==> config.mk <==
export PLATFORM = sky130hd
export DESIGN_NAME = select_debouncer
export DESIGN_NICKNAME = d
export VERILOG_FILES = /design/src/rtl/select_debouncer.sv
export SDC_FILE = /design/constraint.sdc
export NUM_CORES = 1
export LEC_CHECK = 0
export CAP_MARGIN = 20
export CORE_MARGIN = 1
export CORE_UTILIZATION = 55
export DETAILED_ROUTE_END_ITERATION = 16
export PLACE_DENSITY = 0.75
export RECOVER_POWER = 50
export SYNTH_ARGS = -nofsm -noshare
export SYNTH_HDL_FRONTEND = slang
export SYNTH_SLANG_ARGS = --single-unit
==> constraint.sdc <==
create_clock -name clk -period 2.5 [get_ports clk]
set_input_delay 0.375 -clock clk [delete_from_list [all_inputs] [get_ports clk]]
set_output_delay 0.375 -clock clk [all_outputs]
set_load 0.03 [all_outputs]
==> src/rtl/select_debouncer.sv <==
// Synchronises, debounces and optionally auto-repeats the select pushbutton into one-clock pulses.
// Latency btn_raw rise to select_pulse: SYNC_STAGES + DEBOUNCE_CYCLES clks (+/-1); no backpressure.
module select_debouncer #(
    parameter int SYNC_STAGES     = 2,
    parameter int DEBOUNCE_CYCLES = 1000000,
    parameter int REPEAT_EN       = 0,
    parameter int REPEAT_DELAY    = 50000000,
    parameter int REPEAT_PERIOD   = 20000000
) (
    input  logic clk,
    input  logic reset,
    input  logic btn_raw,
    output logic select_pulse,
    output logic btn_state
);

    localparam int MAX_A   = (DEBOUNCE_CYCLES > REPEAT_DELAY) ? DEBOUNCE_CYCLES : REPEAT_DELAY;
    localparam int MAX_CNT = (MAX_A > REPEAT_PERIOD) ? MAX_A : REPEAT_PERIOD;
    localparam int CW      = $clog2(MAX_CNT + 1);

    localparam logic [CW-1:0] DEB_LAST   = CW'(DEBOUNCE_CYCLES - 1);
    localparam logic [CW-1:0] DELAY_LAST = CW'(REPEAT_DELAY - 1);
    localparam logic [CW-1:0] PER_LAST   = CW'(REPEAT_PERIOD - 1);
    localparam logic [CW-1:0] CNT_ONE    = CW'(1);

    typedef enum logic [1:0] {
        IDLE,
        ARM_PRESS,
        PRESSED,
        ARM_RELEASE
    } state_t;

    state_t              state_q, state_d;
    logic [SYNC_STAGES-1:0] sync_q;
    logic [CW-1:0]       cnt_q, cnt_d;
    logic [CW-1:0]       rcnt_q, rcnt_d;
    logic                rfirst_q, rfirst_d;
    logic                pulse_q, pulse_d;
    logic                state_out_q, state_out_d;
    logic                btn_sync;

    assign btn_sync     = sync_q[SYNC_STAGES-1];
    assign select_pulse = pulse_q;
    assign btn_state    = state_out_q;

    function automatic logic [CW-1:0] sat_inc(input logic [CW-1:0] v);
        return (v == '1) ? v : v + CNT_ONE;
    endfunction

    always_ff @(posedge clk or posedge reset) begin
        if (reset) begin
            sync_q      <= '0;
            state_q     <= IDLE;
            cnt_q       <= '0;
            rcnt_q      <= '0;
            rfirst_q    <= 1'b1;
            pulse_q     <= 1'b0;
            state_out_q <= 1'b0;
        end else begin
            sync_q      <= {sync_q[SYNC_STAGES-2:0], btn_raw};
            state_q     <= state_d;
            cnt_q       <= cnt_d;
            rcnt_q      <= rcnt_d;
            rfirst_q    <= rfirst_d;
            pulse_q     <= pulse_d;
            state_out_q <= state_out_d;
        end
    end

    always_comb begin
        state_d     = state_q;
        cnt_d       = cnt_q;
        rcnt_d      = rcnt_q;
        rfirst_d    = rfirst_q;
        pulse_d     = 1'b0;
        state_out_d = state_out_q;
        case (state_q)
            IDLE: begin
                if (btn_sync) begin
                    state_d = ARM_PRESS;
                    cnt_d   = CNT_ONE;
                end
            end
            ARM_PRESS: begin
                if (!btn_sync) begin
                    state_d = IDLE;
                end else if (cnt_q == DEB_LAST) begin
                    state_d     = PRESSED;
                    pulse_d     = 1'b1;
                    state_out_d = 1'b1;
                    rcnt_d      = '0;
                    rfirst_d    = 1'b1;
                end else begin
                    cnt_d = sat_inc(cnt_q);
                end
            end
            PRESSED: begin
                if (!btn_sync) begin
                    state_d = ARM_RELEASE;
                    cnt_d   = CNT_ONE;
                end else if (REPEAT_EN != 0) begin
                    // First repeat waits the long delay, later ones the shorter period.
                    if (rcnt_q == (rfirst_q ? DELAY_LAST : PER_LAST)) begin
                        pulse_d  = 1'b1;
                        rcnt_d   = '0;
                        rfirst_d = 1'b0;
                    end else begin
                        rcnt_d = sat_inc(rcnt_q);
                    end
                end
            end
            ARM_RELEASE: begin
                if (btn_sync) begin
                    state_d  = PRESSED;
                    rcnt_d   = '0;
                    rfirst_d = 1'b1;
                end else if (cnt_q == DEB_LAST) begin
                    state_d     = IDLE;
                    state_out_d = 1'b0;
                end else begin
                    cnt_d = sat_inc(cnt_q);
                end
            end
            default: state_d = IDLE;
        endcase
    end

endmodule

==> results of run 1 <==
-- power by group through the flow --
stage               combinational [uW]  sequential [uW]  clock [uW]
floorplan                         67.6              575           0
global placement                  88.4              581           0
detailed placement                92.1              586           0
CTS                               92.0              576         399
global route                       104              582         417
finish                            91.1              577         389
-- how the worst min path moves through the flow --
stage	start	to	slack, ps	depth (start not counted)
5_1_grt	sync_q[0]	sync_q[1]	390	0
2_1_floorplan	sync_q[0]	sync_q[1]	330	0
3_5_place_dp	sync_q[0]	sync_q[1]	350	0
4_1_cts	sync_q[0]	sync_q[1]	380	0
3_3_place_gp	sync_q[0]	sync_q[1]	330	0
6_report	sync_q[0]	sync_q[1]	380	0
-- flip-flops by register name, summed over array words and instances, names as in the netlist, named ones only --
register and flops:
cnt_q 26, sync_q 2, btn_state 1, select_pulse 1, state_q 1
-- Yosys cell counts, types with 3 or more instances --
| master | count | area, um^2 |
|---|---|---|
| a21oi_1 | 20 | 100.1 |
| a31oi_1 | 7 | 43.79 |
| a41oi_1 | 4 | 35.03 |
| and3_1 | 9 | 56.30 |
| and4_1 | 4 | 35.03 |
| buf_2 | 7 | 35.03 |
| clkbuf_1 | 6 | 22.52 |
| dfrtp_1 | 32 | 800.8 |
| inv_1 | 5 | 18.77 |
| nand2_1 | 23 | 86.33 |
| nand3_1 | 20 | 100.1 |
| nand4_1 | 10 | 62.56 |
| nor2_1 | 13 | 48.80 |
| nor4_1 | 8 | 50.05 |
| o21ai_0 | 15 | 75.07 |
| o31ai_1 | 13 | 97.59 |
| or3_1 | 3 | 18.77 |
| or4_1 | 3 | 22.52 |
-- kinds of logic (layout without fill, tap and decap cells) --
group / count (synthesis) / count (layout) / synth area share
AO/OA/AOI/OAI: 67 / 67 / 0.2182
XOR/XNOR: 1 / 1 / 0.004479
adder cells (fa/ha/maj): 2 / 2 / 0.01279
buffers and inverters: 20 / 35 / 0.04478
flip-flops: 32 / 32 / 0.4095
multiplexers: 3 / 3 / 0.01599
AND/OR/NAND/NOR: 105 / 105 / 0.2943
-- stage by stage --
stage | power, uW | util | setup WS [ps]
3_3_place_gp | 669.9 | 0.6291 | 297.4
2_1_floorplan | 642.3 | - | 520.3
6_report | 1057 | 0.6507 | 176.3
5_1_grt | 1102 | 0.6507 | 60.58
3_5_place_dp | 677.6 | 0.6291 | 269.4
4_1_cts | 1067 | 0.6518 | 250.9
-- layer usage --
metal	up-vias	global-route usage	wire, um
met4	0	0.1270	146
li1	911	-	-
met1	942	0.4386	2347
met2	125	0.5207	2572
met5	-	0	0
met3	18	0.05462	487
-- cell type report --
type / instances / area (um^2) / share of cell area
clock buffer: 6 / 41.29 / 0.01887
multi-input combinational: 178 / 1067 / 0.4877
timing repair buffer: 21 / 163.9 / 0.07490
tap: 46 / 57.56 / 0.02630
sequential: 32 / 800.8 / 0.3659
clock inverter: 2 / 35.03 / 0.01601
inverter: 6 / 22.52 / 0.01029
==> impl_metrics.yaml, run 1 <==
outcome:
  outcome: "finished, violations left"
  violations: "capacitance limit, slew limit"
layout:
  nFillCells: 304
  final_cells: 291
  final_cell_mix: "dfrtp_1, nand2_1, nand3_1, a21oi_1, buf_4"
  nets: 249
  drive_above_1_share: 0.1143
  final_common_cell: "dfrtp_1"
  area_delta_synth_final_pct: 11.90
  diodes: 0
  stdcell_area_um2: 2188
global_route:
  antenna_found_initial: 0
  grtUsageTotal: 0.3248
  grt_max_degree: 33
  grt_overflow: 0
  grt_pass1_vias: 1802
  grt_pass1_wl_mm: 8.866
power:
  ir_drop_uv: 386.4
  clkPwrFrac: 0.368
  power_density_nw_per_um2: 483.0
  switchingPower_uw: 274.3
  pwr-share-seq: 0.546
  p_leak_uw: 0.0009280
  p_int_uw: 782.7
  switching_share: 0.2595
  combPwrFrac: 0.086
worst_setup_path:
  crit_cells: 7
  required_ps: 2710
  reg2reg_from: "cnt_q[25]"
  critical_path.slowest_cell: "o41ai_4"
  r2r-end: "cnt_q[20]"
  reg2reg_slack_ps: 180
  crit_family: "compound AO/OA/AOI/OAI gates"
  r2r_cells: 7
  cp_max_fo: 13
  worstPathArrival_ps: 2530
  startpoint_type: "register"
  worstSetupStartpoint: "cnt_q[25]"
  crit_top_cell: "nor4_1"
  crit_type: "reg2reg"
  worst-path-buf-inv: 1
  critPathMaxStageDelay_ps: 470
  end_kind: "register"
  cp-endpoint: "cnt_q[20]"
  worstPathCellList: "nor4_1 -> nand4_1 -> o41ai_4 -> buf_4 -> nor4_1 -> a21boi_0 -> o22ai_1"
cts:
  clkSinkCount: 32
  cts_tree: "built"
  cts_resized: 0
  clk_pin_slew_ps: 100
  hold_buffers: 0
  cts_buffers: 5
  clk_latency_ps: 330
  post_cts_buffers: 0
  cts_buffer_depth: 2
  h-tree-depth: 2
  cts-root-buf: "clkbuf_4"
synth:
  yosys_warnings: 0
  synth_seq_cells: 32
  synthArstFlopShare: 1.000
  syn_inst: 230
  yosysUniqueCellTypes: 40
  synth_ff_type: "dfrtp_1"
  synth_edf_count: 0
  ys_seq_area_frac: 0.4095
  syn-cell-area_um2: 1956
  syn_nets: 235
  syn_area_per_cell_um2: 8.503
floorplan:
  dieArea_um2: 3798
  rows: 21
  core_area_um2: 3363
  die_x_um: 61.63
  die_y_um: 61.63
  initial_core_util: 0.5815
  io_pins: 5
timing:
  setup_violations: 0
  hold_viol: 0
  rsz0062_at_grt: "false"
  fin_hold_ws_ps: 378.4
  timing.final.max_slew_violations: 33
  final.period_utilization: 0.9295
  finClkSkew_ps: 9.771
  slew_headroom: -0.1516
  worst_pin_slew_ps: 1727
  setup_tns_ps: 0
  finalCriticalPeriod_ps: 2324
  fmax_mhz: 430.3
drt:
  drc: 0
  wl_per_cell_um: 19.08
  wirelength_mm: 5.553
  vias: 1996
  final_antenna_net_count: 0
  drt_pass1_iterations: 5
  drtIter0Drc: 296
  post_drt_via_cell_ratio: 6.859
job:
  cap_violations: 1
placement:
  io_buffers: 4
  gp_congestion: 0.9809
  placed_area_um2: 2116
  dp_cells: 283
  hpwl_mm: 3.837
hold_path:
  min_path_type: "reg2reg"
Power figures use the tool's default switching activity.
==> run 2, diff against run 1 <==
- CTS_CLUSTER_DIAMETER: not set -> 150
==> results of run 2 <==
Final layout, timing and power as in run 1 (identical DEF).
